**src/rtl/mine_placer_param.sv**
```systemverilog
// Parametrised Minesweeper mine placer: an LCG proposes cell indices, and the
// engine keeps in-range, unoccupied, non-safe candidates until n_mines are placed.
module mine_placer_param #(
  parameter  int ROWS      = 5,
  parameter  int COLS      = 5,
  parameter  int SEED_W    = 5,
  parameter  int MAX_TRIES = 255,
  localparam int CELLS     = ROWS * COLS,
  localparam int IDX_W     = $clog2(CELLS),
  localparam int CNT_W     = $clog2(CELLS + 1),
  localparam int TRY_W     = $clog2(MAX_TRIES + 1)
) (
  input  logic              in_clka,
  input  logic              in_rst_n,
  input  logic              in_restart,
  input  logic              in_place,
  input  logic [SEED_W-1:0] in_seed,
  input  logic [SEED_W-1:0] in_mult,
  input  logic [SEED_W-1:0] in_incr,
  input  logic [CNT_W-1:0]  in_n_mines,
  input  logic              in_safe_en,
  input  logic [IDX_W-1:0]  in_safe_idx,
  output logic [CELLS-1:0]  out_mines,
  output logic [CNT_W-1:0]  out_mine_cnt,
  output logic              out_busy,
  output logic              out_place_done,
  output logic              out_error,
  output logic [IDX_W-1:0]  out_last_idx
);

  typedef enum logic [2:0] {
    ST_IDLE = 3'd0,
    ST_INIT = 3'd1,
    ST_GEN  = 3'd2,
    ST_DONE = 3'd3,
    ST_ERR  = 3'd4
  } state_t;

  localparam logic [SEED_W:0]  CELLS_X = (SEED_W + 1)'(CELLS);
  localparam logic [CNT_W-1:0] CELLS_C = CNT_W'(CELLS);
  localparam logic [TRY_W-1:0] TRY_LAST = TRY_W'(MAX_TRIES - 1);
  localparam logic [CELLS-1:0] ONE_HOT = {{(CELLS - 1){1'b0}}, 1'b1};

  state_t             state_q;
  logic [SEED_W-1:0]  x_q, mult_q, incr_q;
  logic [CNT_W-1:0]   n_mines_q;
  logic               safe_en_q;
  logic [IDX_W-1:0]   safe_idx_q;
  logic [TRY_W-1:0]   tries_q;
  logic [CELLS-1:0]   mines_q;
  logic [CNT_W-1:0]   cnt_q;
  logic               busy_q, done_q, error_q;
  logic [IDX_W-1:0]   last_q;

  logic [SEED_W-1:0]  x_d;
  logic [IDX_W-1:0]   cand_idx_s;
  logic [CELLS-1:0]   cand_bit_s;
  logic               in_range_s;
  logic               accept_s;
  logic [CNT_W-1:0]   cnt_d;
  logic [CNT_W-1:0]   limit_s;

  // Next LCG value and the accept/reject decision for it as a candidate
  always_comb begin
    x_d        = x_q * mult_q + incr_q;
    cand_idx_s = x_d[IDX_W-1:0];
    cand_bit_s = ONE_HOT << cand_idx_s;
    in_range_s = ({1'b0, x_d} < CELLS_X);
    accept_s   = in_range_s && ((mines_q & cand_bit_s) == {CELLS{1'b0}}) &&
                 !(safe_en_q && (cand_idx_s == safe_idx_q));
    cnt_d      = cnt_q + CNT_W'(1);
    limit_s    = CELLS_C - CNT_W'(safe_en_q);
  end

  // Placement FSM; restart behaves exactly like reset but synchronously
  always_ff @(posedge in_clka or negedge in_rst_n) begin
    if (!in_rst_n) begin
      state_q    <= ST_IDLE;
      x_q        <= '0;
      mult_q     <= '0;
      incr_q     <= '0;
      n_mines_q  <= '0;
      safe_en_q  <= 1'b0;
      safe_idx_q <= '0;
      tries_q    <= '0;
      mines_q    <= '0;
      cnt_q      <= '0;
      busy_q     <= 1'b0;
      done_q     <= 1'b0;
      error_q    <= 1'b0;
      last_q     <= '0;
    end else if (in_restart) begin
      state_q    <= ST_IDLE;
      x_q        <= '0;
      mult_q     <= '0;
      incr_q     <= '0;
      n_mines_q  <= '0;
      safe_en_q  <= 1'b0;
      safe_idx_q <= '0;
      tries_q    <= '0;
      mines_q    <= '0;
      cnt_q      <= '0;
      busy_q     <= 1'b0;
      done_q     <= 1'b0;
      error_q    <= 1'b0;
      last_q     <= '0;
    end else begin
      done_q <= 1'b0;
      case (state_q)
        ST_IDLE, ST_DONE, ST_ERR: begin
          if (in_place) begin
            state_q    <= ST_INIT;
            busy_q     <= 1'b1;
            x_q        <= in_seed;
            mult_q     <= in_mult;
            incr_q     <= in_incr;
            n_mines_q  <= in_n_mines;
            safe_en_q  <= in_safe_en;
            safe_idx_q <= in_safe_idx;
            mines_q    <= '0;
            cnt_q      <= '0;
            tries_q    <= '0;
            error_q    <= 1'b0;
          end else begin
            state_q <= state_q;
          end
        end
        ST_INIT: begin
          mines_q <= '0;
          cnt_q   <= '0;
          tries_q <= '0;
          error_q <= 1'b0;
          if (n_mines_q > limit_s) begin
            state_q <= ST_ERR;
            busy_q  <= 1'b0;
            error_q <= 1'b1;
          end else if (n_mines_q == {CNT_W{1'b0}}) begin
            state_q <= ST_DONE;
            busy_q  <= 1'b0;
            done_q  <= 1'b1;
          end else begin
            state_q <= ST_GEN;
          end
        end
        ST_GEN: begin
          x_q     <= x_d;
          tries_q <= tries_q + TRY_W'(1);
          if (accept_s) begin
            mines_q <= mines_q | cand_bit_s;
            cnt_q   <= cnt_d;
            last_q  <= cand_idx_s;
          end else begin
            cnt_q <= cnt_q;
          end
          // Completion wins over the watchdog when both hit on the same cycle
          if (accept_s && (cnt_d == n_mines_q)) begin
            state_q <= ST_DONE;
            busy_q  <= 1'b0;
            done_q  <= 1'b1;
          end else if (tries_q == TRY_LAST) begin
            state_q <= ST_ERR;
            busy_q  <= 1'b0;
            error_q <= 1'b1;
          end else begin
            state_q <= ST_GEN;
          end
        end
        default: begin
          state_q <= ST_IDLE;
          busy_q  <= 1'b0;
        end
      endcase
    end
  end

  assign out_mines      = mines_q;
  assign out_mine_cnt   = cnt_q;
  assign out_busy       = busy_q;
  assign out_place_done = done_q;
  assign out_error      = error_q;
  assign out_last_idx   = last_q;

endmodule

```
**config.mk**
```make
export PLATFORM = sky130hd
export DESIGN_NAME = mine_placer_param
export DESIGN_NICKNAME = d
export VERILOG_FILES = /design/src/rtl/mine_placer_param.sv
export SDC_FILE = /design/constraint.sdc
export NUM_CORES = 1
export LEC_CHECK = 0
export ABC_AREA = 0
export CAP_MARGIN = 10
export CORE_MARGIN = 10
export CORE_UTILIZATION = 55
export CTS_BUF_LIST = sky130_fd_sc_hd__clkbuf_2 sky130_fd_sc_hd__clkbuf_4 sky130_fd_sc_hd__clkbuf_8
export CTS_CLUSTER_SIZE = 10
export DETAILED_ROUTE_END_ITERATION = 6
export PLACE_DENSITY = 0.88
export SYNTH_ARGS = -nofsm -noshare
export SYNTH_HDL_FRONTEND = slang
export SYNTH_SLANG_ARGS = --single-unit
```
**constraint.sdc**
```tcl
create_clock -name in_clka -period 6.1 [get_ports in_clka]
set_input_delay 0.61 -clock in_clka [delete_from_list [all_inputs] [get_ports in_clka]]
set_output_delay 0.61 -clock in_clka [all_outputs]
set_load 0.02 [all_outputs]
```
[Word level (Yosys, flattened, before mapping)]
Index checks and enable logic that the tools add are counted.
Cells by class
  $add $sub $neg: 4
  mux-type cells: 57
  reductions and logical operators: 22
  div/mod/pow operators: 0
  multiply operators: 1
  shift-type cells: 1
  bitwise gates (word level): 2
  magnitude comparators: 2
  eq/ne operators: 13
Operators by type and width (count)
  $mux 5: 20
  $mux 25: 3
  $pmux 25 s3: 1
  $and 25x25->25: 1
  $logic_not 25->1: 1
  $or 25x25->25: 1
  $shl 1x5->25 const A: 1
  $pmux 8 s3: 1
  $mux 1: 19
  $mux 8: 2
  $mux 3: 5
  $pmux 5 s3: 1
  $ne 3x3->1 const B: 4
  $eq 5x5->1: 2
  $pmux 5 s2: 1
  $pmux 3 s3: 1
  $add 8x1->8 const B: 1
  $eq 8x8->1 const B: 1
  $ne 4x4->1 const B: 2
  $reduce_and 2->1: 4
  $reduce_bool 2->1: 4
  $eq 3x2->1 const B: 2
  $pmux 1 s3: 2
  $reduce_and 3->1: 2
  other kinds (17): 20
Storage, ports and cells
  memories kept: 0
  output and inout port bits: 38
  bits in read-only memories: 0
  latch bits: 0
  bits in registers: 75
  bits of input ports: 30
  word-level logic and storage cells: 116
  RAM bits: 0

[Longest topological paths before layout]
Gate-level depths: netlist (run 1).
  depth in word-level cells: 11
  mapped depth: 17
  gate-level depth less buffers: 14

[Worst setup path after synthesis (run 1)]
Ideal clock, no wire load.
  kind: register -> register
  from: register x_q[2]
  to: register cnt_q[0], in the netlist out_mine_cnt[0]
  setup slack: 1905 ps
  period minus slack after synthesis: 4195 ps
  setup time: 125 ps
  data required time: 5975 ps
  data arrival time: 4071 ps
  buffers on the path: 3
  cell stages (with the launch flop): 16
  path through: dfrtp_1 and2_1 fa_1 ha_1 inv_1 fa_1 fa_1 buf_2 clkbuf_1 o221ai_1 a41oi_1 nand2_1 mux2_2 buf_6 a21o_1 mux2_2
Between the ends
  longest elaborated chain between the ends: 9
  elaborated cells on any way between the ends: 13
  classes of those cells: 1 x add/sub; 1 x mul; 1 x order compare; 2 x eq/ne; 1 x shift; 1 x bitwise; 6 x reduce/logical
RTL lines
  from (decl): RTL line 45  | logic [SEED_W-1:0] x_q, mult_q, incr_q;
  from (signal assigned): RTL line 114  | x_q <= in_seed;
  $mul 5x5->5 *: RTL line 65  | x_d = x_q * mult_q + incr_q;
  $add 5x5->5 *: RTL line 65
  $shl 1x5->25: RTL line 67  | cand_bit_s = ONE_HOT << cand_idx_s;
  $and 25x25->25: RTL line 69  | accept_s = in_range_s && ((mines_q & cand_bit_s) == {CELLS{1'b0}}) &&
  $logic_not 25->1: RTL line 69
  $logic_and 1x1->1: RTL line 69
  $logic_and 1x1->1 *: RTL line 69
  $ne 3x3->1 (no line) *
  $reduce_and 3->1 (no line) *
  to (signal assigned): RTL line 150  | cnt_q <= cnt_d;
  to (signal assigned): RTL line 153  | cnt_q <= cnt_q;
  to (decl): RTL line 51  | logic [CNT_W-1:0] cnt_q;
Mark *: on every way between the ends. The rest lies on a longest branch, timed or not.
A chain may end at the register's enable or synchronous reset.

[Final worst setup path (run 1)]
  from: register mult_q[0]
  to: register mines_q[2], in the netlist out_mines[2]
Between the ends
  longest elaborated chain between the ends: 9
  elaborated cells on any way between the ends: 17
  classes of those cells: 1 x add/sub; 1 x mul; 1 x order compare; 2 x eq/ne; 1 x shift; 3 x mux; 2 x bitwise; 6 x reduce/logical
RTL lines
  from (decl): RTL line 45
  from (signal assigned): RTL line 115  | mult_q <= in_mult;
  $mul 5x5->5 *: RTL line 65
  $add 5x5->5 *: RTL line 65
  $shl 1x5->25: RTL line 67
  $and 25x25->25: RTL line 69
  $logic_not 25->1: RTL line 69
  $logic_and 1x1->1 (2 in a row): RTL line 69
  $ne 3x3->1 (no line)
  $reduce_and 3->1 (no line)
  to (signal assigned): RTL line 149  | mines_q <= mines_q | cand_bit_s;
  to (decl): RTL line 50  | logic [CELLS-1:0] mines_q;
Mark *: on every way between the ends. The rest lies on a longest branch, timed or not. The select of a mux whose other input is x is not followed.

==> run metrics, run 1 <==
Max clock buf depth 2; IO Pins 68; Placed Cells 595; Mapped Area about 0.0043 sq mm; clock sink count 75; crit path DAT around 5.2 ns; GR Overflow Total 0; core area between 0.007 and 0.008 sq mm; FF+latch count, synth 75; first-pass GRT wire length about 18 mm; sequential share of the synthesized area 0.434; R2R setup slack roughly 1.2 ns; largest net degree at the start of global routing between 70 and 80; final hold violations 0; dpl hpwl approximately 7.7 mm; CP max FO 17; Reg clk slew, reported paths 0.08 ns; GRT Total Usage 0.191; power per cell area 322 mW/mm^2; DR WL/cell roughly 18 um; area grow syn2layout 21.2%; vias per cell a little under 6; DR DRC count 0; cts bufs inserted 9; clock root buffer clkbuf_8; Worst Path Required approximately 6.4 ns; Non-Filler Instances 610; clk_skew approximately 0.010 ns; Post-CTS Setup Repair Bufs 0; Rel. slew slack 0.252; FF-to-FF Start mult_q[0]; Yosys warning count 0; unrepaired setup endpoints after global routing no; DIE HEIGHT between 100 and 150 um; RePlAce Congestion about 0.87; Vias roughly 3600; initial DRC count between 300 and 400; Worst Max-Slew Pin Slew roughly 1.1 ns; multi-input logic area about 0.0023 sq mm; WS Path Type reg -> reg; Peak VDD IR roughly 150 uV; status complete, no violations; Worst setup EP type flop; FF-to-FF path depth 13; Slew Limit Fails 0; LEAKAGE 2.35 nW; Skew-Pair Late Insertion Delay 0.35 ns; Filler cells 600; htree depth 3; post-synth top area share 0.434; # port buffers between 60 and 70; CTS tree built; post-route antenna net violation count 0; ant diodes 0; Post-CTS Hold Fix Bufs 0; vias in the first global route approximately 3600; worst min path class in -> async; post-CTS sizing 0; min Tclk post-route between 4 and 5 ns; nets 550; final setup vio count 0; top cells by area, synth dfrtp_1 43%, mux2i_1 6.7%, nor2_1 5.9%; Mapped Avg Cell Area between 9 and 10 sq um; fmax around 0.2 GHz; Die W roughly 110 um; Yosys cell types slightly below 60; R2R Path End out_mines[2]; Most used DFF post-synth dfrtp_1; leading area contributor after synthesis dfrtp_1; initial antenna violation count 0; Initial Util 0.562; Post-synth EDFFs 0; share of layout cells above drive strength 1 0.0669; cell count after synthesis between 400 and 500; Critical Path Start Type flop; Final period util 0.811; Post-synth ARST share 1.00; Max Cap Violations 0; Die ar. ~0.012 sq mm; setup TNS 0 ns; WL final 10.9 mm; std cell rows 32; syn_nets slightly below 500; area occupied by registers roughly 0.0019 sq mm; TritonRoute pass-1 iters 5
per-stage QoR:
step,hold slack (ns),instance area [sq um],power (mW),setup WS [ns],utilization
detailed placement,0.482,5030,1.27,1.24,0.654
global route,0.557,5240,1.78,0.828,0.682
finish,0.486,5240,1.69,1.15,0.682
CTS,0.491,5240,1.68,1.20,0.682
global placement,0.471,5030,1.24,1.36,0.654
floorplan,0.314,4320,1.09,1.90,-
flip-flops by register name, indices dropped and copies added (netlist names):
name and cells:
n_mines_q 5, tries_q 8, out_mine_cnt 5, out_error 1, state_q 3, out_mines 25, out_last_idx 5, x_q 5
safe_en_q 1, mult_q 5, out_place_done 1, incr_q 5, out_busy 1, safe_idx_q 5
cells in the mapped netlist (7+ instances only):
cell and count:
dfrtp_1 75, nor2_1 68, mux2i_1 29, nand2_1 24, o21ai_0 18, xnor2_1 17, clkbuf_1 15, a31oi_1 14
inv_1 14, nand2b_1 14, and2_1 13, nor3_1 12, ha_1 11, nand3_1 10, buf_2 9, xor2_1 9
a21oi_1 7, o21a_1 7
layout by cell type, fill, tap and decap left out, drive strengths merged, types with 6 or more instances in the layout:
master	count
mux2	7
xnor2	17
nand3	10
nor3	12
nor2b	6
a31oi	14
o21a	7
clkdlybuf4s50	66
and2	13
xor2	9
ha	11
a21oi	7
nand2b	15
dfrtp	75
inv	14
o21ai	19
nand2	24
nor2	69
clkbuf	10
mux2i	29
layer usage:
layer | track usage | vias to the layer above | wire, um
met5 | 0 | - | 0
met4 | 0.0631 | 0 | 151
met3 | 0.0407 | 14 | 731
met2 | 0.305 | 139 | 5370
met1 | 0.254 | 1777 | 4670
li1 | - | 1678 | -
power by group:
| part | leakage, nW | internal, mW | total (mW) | switching (mW) |
|---|---|---|---|---|
| Clock | 0.110 | 0.232 | 0.422 | 0.190 |
| Sequential | 1.03 | 0.552 | 0.616 | 0.0638 |
| Combinational | 1.21 | 0.250 | 0.648 | 0.398 |
| Total | 2.35 | 1.03 | 1.69 | 0.651 |
worst max-delay path: stages (launching register included):
cell,delay (ns)
dfrtp_1,0.43
and2_1,0.17
fa_1,0.44
ha_1,0.29
inv_1,0.05
fa_1,0.51
fa_1,0.97
nor4b_1,0.18
a22o_1,0.30
nor4_2,0.32
nand3_1,0.17
nor3b_2,0.68
and3_1,0.26
o21a_1,0.11
cells by family (layout without fill, tap and decap cells):
family,count (synthesis),count (layout),share of synthesized area
mux,37,37,0.0906
xor+xnor,26,26,0.0527
compound gates,77,77,0.120
buf+inv,40,99,0.0399
fa+ha+maj,16,16,0.0550
flops,75,75,0.434
simple gates,178,178,0.208
cell type report:
type,count,share of cell area
clock buffer,10,0.0251
clock inverter,5,0.0150
inverter,14,0.0100
multi-input combinational,334,0.436
sequential,75,0.358
tap,102,0.0244
timing repair buffer,70,0.131
worst max path at each step:
stage	startpoint	cells after the start	end
2_1_floorplan	x_q[2]	15	out_mine_cnt[0]
3_3_place_gp	x_q[2]	13	out_mines[2]
3_5_place_dp	x_q[2]	13	out_mines[13]
4_1_cts	x_q[2]	13	out_mines[13]
5_1_grt	mult_q[1]	13	out_mine_cnt[0]
6_report	mult_q[0]	13	out_mines[2]
Power figures use the tool's default switching activity.
==> run 2: changes to the inputs <==
Clock period 6.1 ns to 4.9 ns, I/O delays scaled along.
==> run metrics, run 2 (same netlist as run 1, synthesis figures left out) <==
Max clock buf depth 2; Max Cap Violations 0; post-route antenna net violation count 0; setup TNS 0 ns; CP most frequent cell fa_1; Reg power frac 0.357; Post-CTS Setup Repair Bufs 0; htree depth 3; Worst setup EP type flop; share of layout cells above drive strength 1 0.0817; RePlAce Congestion roughly 0.94; Worst Max-Slew Pin Slew between 1 and 1.5 ns; std cell rows 32; P_sw between 0.8 and 0.9 mW; CP Buf/Inv Count 2; WL final 11.4 mm; LEAKAGE roughly 2.4 nW; Int Power between 1 and 1.5 mW; final setup vio count 0; Non-Filler Instances 616; worst min path class in -> async; # port buffers 67; vias per cell ~6.0; wl on met1 about 4.7 mm; CP delay by family, top adder cells; DIE HEIGHT about 110 um; metal2 WL 5.73 mm; crit path DAT roughly 5 ns; Placed Cells 600; cts bufs inserted 9; highest metal used met4; overall power roughly 2.2 mW; status complete, no violations; Die ar. about 0.012 sq mm; vias in the first global route approximately 3600; leading cell type in the layout, fill and taps excluded dfrtp_1; Reg clk slew, reported paths roughly 0.080 ns; WS Path Type reg -> reg; CTS tree built; GR Overflow Total 0; Crit path depth 14; clock sink count between 70 and 80; FF-to-FF Start x_q[2]; crit-path cells and2_1 > fa_1 > ha_1 > inv_1 > fa_1 > fa_2 > buf_4 > nand2b_1 > o221ai_1 > a41oi_1 > nand2_1 > mux2_2 > or4_1 > nand3_1; slowest stage cell, crit path fa_2; Vias between 3000 and 4000; Filler cells 579; Peak VDD IR ~240 uV; Final Cell Area 0.00531 sq mm; commonest cells after routing, fill and taps aside 75 x dfrtp_1, 67 x nor2_1, 66 x clkdlybuf4s50_1, 29 x mux2i_1, 24 x nand2_1; FF-to-FF path depth 14; R2R setup slack between 0.2 and 0.3 ns; ant diodes 0; final hold violations 0; dpl hpwl between 8 and 9 mm; multi-input logic area between 0.002 and 0.0025 sq mm; post-CTS sizing 0; combinational fraction of design power 0.387; CP max FO 13; Post-CTS Hold Fix Bufs 0; Critical Path Start Type flop; initial DRC count 218; DR WL/cell between 15 and 20 um; max incr delay on CP about 0.67 ns; DR DRC count 0; Largest register FFs 25; unrepaired setup endpoints after global routing no; Die W about 110 um; TritonRoute pass-1 iters 5; area occupied by registers 0.00188 sq mm; Final period util 0.948; Slew Limit Fails 0; first-pass GRT wire length about 19 mm; largest net degree at the start of global routing 48; Clock power frac 0.256; IO Pins 68; Initial Util 0.562; switch share 0.386; clk_skew slightly below 0.009 ns; clock root buffer clkbuf_8; Post-Place Cell Area slightly above 0.005 sq mm; Worst Path Required around 5.2 ns; area grow syn2layout 22.7%; GRT Total Usage 0.196; power per cell area 407 mW/mm^2; Rel. slew slack 0.268; R2R Path End out_mine_cnt[2]; nets approximately 560; DR WL met3 between 800 and 900 um; initial antenna violation count 0; min Tclk post-route around 4.6 ns; core area a little under 0.008 sq mm; Fin Hold WS 0.150 ns; fmax around 0.22 GHz; Skew-Pair Late Insertion Delay approximately 0.35 ns
run 2: cell type report:
cell class,instances,area share
multi-input cells,334,0.432
flip-flops and latches,75,0.354
inverters,14,0.00991
well taps,102,0.0241
clock inverters,6,0.0179
clock buffers,10,0.0259
repair buffers,75,0.137
run 2: worst max-delay path by stage:
| stage | from | to |
|---|---|---|
| 2_1_floorplan | x_q[2] | out_mine_cnt[0] |
| 3_3_place_gp | x_q[2] | out_mines[10] |
| 3_5_place_dp | x_q[2] | out_mines[10] |
| 4_1_cts | x_q[2] | out_mine_cnt[0] |
| 5_1_grt | x_q[2] | out_mine_cnt[2] |
| 6_report | x_q[2] | out_mine_cnt[2] |
run 2: power groups by stage:
stage / sequential (mW) / clock [mW] / combinational (mW)
after detailed placement: 0.780 / 0 / 0.814
after floorplan: 0.773 / 0 / 0.582
after global placement: 0.775 / 0 / 0.791
final: 0.770 / 0.553 / 0.835
after CTS: 0.769 / 0.561 / 0.823
after global routing: 0.782 / 0.581 / 0.912
run 2: layer usage:
layer  up-vias  track usage
met2       162        0.320
met5         -            0
met1      1790        0.255
met3        22       0.0501
met4         0       0.0490
li1       1701            -
run 2: stage by stage:
step	setup WS, ns	util
3_3_place_gp	0.372	0.659
2_1_floorplan	0.705	-
3_5_place_dp	0.260	0.659
4_1_cts	0.214	0.689
5_1_grt	0.0562	0.690
6_report	0.254	0.690
==> run 3: changes to the inputs <==
Settings changed: ABC_CLOCK_PERIOD_IN_PS from default to 4900, REMOVE_ABC_BUFFERS from default to 1.
==> run metrics, run 3 (same netlist as run 1, synthesis figures left out) <==
Initial Util 0.562; status complete, no violations; # port buffers 67; initial antenna violation count 0; ant diodes 0; worst min path class in -> async; area grow syn2layout 22.1%; Max Cap Violations 0; IO Pins 68; RePlAce Congestion around 0.93; post-route antenna net violation count 0; Reg clk slew, reported paths about 0.08 ns; utilization after layout 0.687; DIE HEIGHT between 100 and 150 um; vias in the first global route ~3600; overall power between 2 and 2.5 mW; Slew Limit Fails 0; nets around 560; TritonRoute pass-1 iters 4; slowest stage cell, crit path fa_1; cts bufs inserted 9; htree depth 3; Worst setup EP type flop; WL final around 11 mm; Peak VDD IR 240 uV; DR DRC count 0; Skew-Pair Late Insertion Delay approximately 0.36 ns; Die ar. about 0.012 sq mm; commonest cells after routing, fill and taps aside 75 x dfrtp_1, 67 x nor2_1, 66 x clkdlybuf4s50_1, 29 x mux2i_1, 24 x nand2_1; LEAKAGE about 2.4 nW; vias per cell 5.87; Max clock buf depth 2; Die W ~110 um; crit path DAT slightly below 5 ns; Final period util 0.952; power per cell area between 300 and 400 mW/mm^2; leading cell type in the layout, fill and taps excluded dfrtp_1; unrepaired setup endpoints after global routing no; Filler cells around 570; core area a little under 0.008 sq mm; Rel. slew slack 0.292; max incr delay on CP 0.84 ns; clock root buffer clkbuf_8; clock sink count 75; setup TNS 0 ns; std cell rows 32; WS Path Type reg -> reg; fmax about 0.21 GHz; min Tclk post-route roughly 4.7 ns; final hold violations 0; CP max FO 13; share of layout cells above drive strength 1 0.0780; first-pass GRT wire length approximately 18 mm; GR Overflow Total 0; dpl hpwl between 7 and 8 mm; CTS tree built; crit-path cells and2_1 > fa_1 > ha_1 > inv_1 > fa_1 > fa_1 > nor4b_1 > a22o_1 > nor4_2 > nand3_1 > mux2_2 > a21o_1 > mux2_2; Worst Max-Slew Pin Slew ~1.1 ns; Largest register FFs 25; Worst Path Required around 5.1 ns; final setup vio count 0; FF-to-FF path depth 13; Vias 3612; Critical Path Start Type flop; DR WL/cell 18.0 um; Post-CTS Hold Fix Bufs 0; largest net degree at the start of global routing 76; clk_skew around 0.011 ns; GRT Total Usage 0.194; CP most frequent cell fa_1; initial DRC count roughly 210
-- run 3: final timing paths --
check                      startpoint              end  slack, ns
setup reg to reg               x_q[2]  out_mine_cnt[0]       0.23
setup / recovery               x_q[2]  out_mine_cnt[0]       0.23
hold reg to reg            tries_q[7]       tries_q[7]       0.49
min in group in_clka       tries_q[7]       tries_q[7]       0.49
hold / removal               in_rst_n    out_mines[16]       0.35
max in group asynchronous    in_rst_n           x_q[3]       3.93
-- run 3: area by class of cell --
cell class,instances,area [sq um],area share
Sequential cell,75,1880,0.356
Timing Repair Buffer,75,726,0.138
Tap cell,102,128,0.0242
Inverter,14,52.6,0.00996
Multi-Input combinational cell,334,2290,0.435
Clock inverter,4,50.0,0.00948
Clock buffer,11,151,0.0287
-- run 3: power by group --
part           switching, mW  total, mW  internal, mW  leakage (nW)
clock network          0.237      0.497         0.259        0.0974
registers             0.0804      0.768         0.687          1.03
logic                  0.500      0.834         0.335          1.24
total                  0.817       2.10          1.28          2.36
-- run 3: repair_timing --
item | in CTS | in global routing
setup buffers | 0 | 0
gates resized for setup | 0 | 2
setup endpoints to repair | 0 | 14
-- run 3: critical path: cells and delay by family (launching register included) --
kind | cells | cell delay [ns]
DFF | 1 | 0.42
muxes | 2 | 0.69
adders and majority gates | 4 | 2.07
and+or+nand+nor | 4 | 0.82
buffers and inverters | 1 | 0.05
AOI/OAI and AO/OA | 2 | 0.50
-- run 3: layer usage --
| metal | wire (um) | vias up | part of all wire | track usage |
|---|---|---|---|---|
| li1 | - | 1685 | - | - |
| met1 | 4560 | 1770 | 0.41 | 0.247 |
| met2 | 5470 | 131 | 0.49 | 0.316 |
| met3 | 760 | 26 | 0.069 | 0.0472 |
| met4 | 263 | 0 | 0.024 | 0.0697 |
| met5 | 0 | - | 0 | 0 |
-- run 3: through the flow --
step | setup WS (ns) | cell area (sq um) | std cells | hold slack, ns
6_report | 0.233 | 5280 | 615 | 0.349
5_1_grt | 0.0531 | 5280 | 615 | 0.442
4_1_cts | 0.195 | 5270 | 615 | 0.393
3_5_place_dp | 0.225 | 5070 | 600 | 0.483
3_3_place_gp | 0.423 | 5070 | 600 | 0.472
2_1_floorplan | 0.587 | 4200 | 423 | 0.194
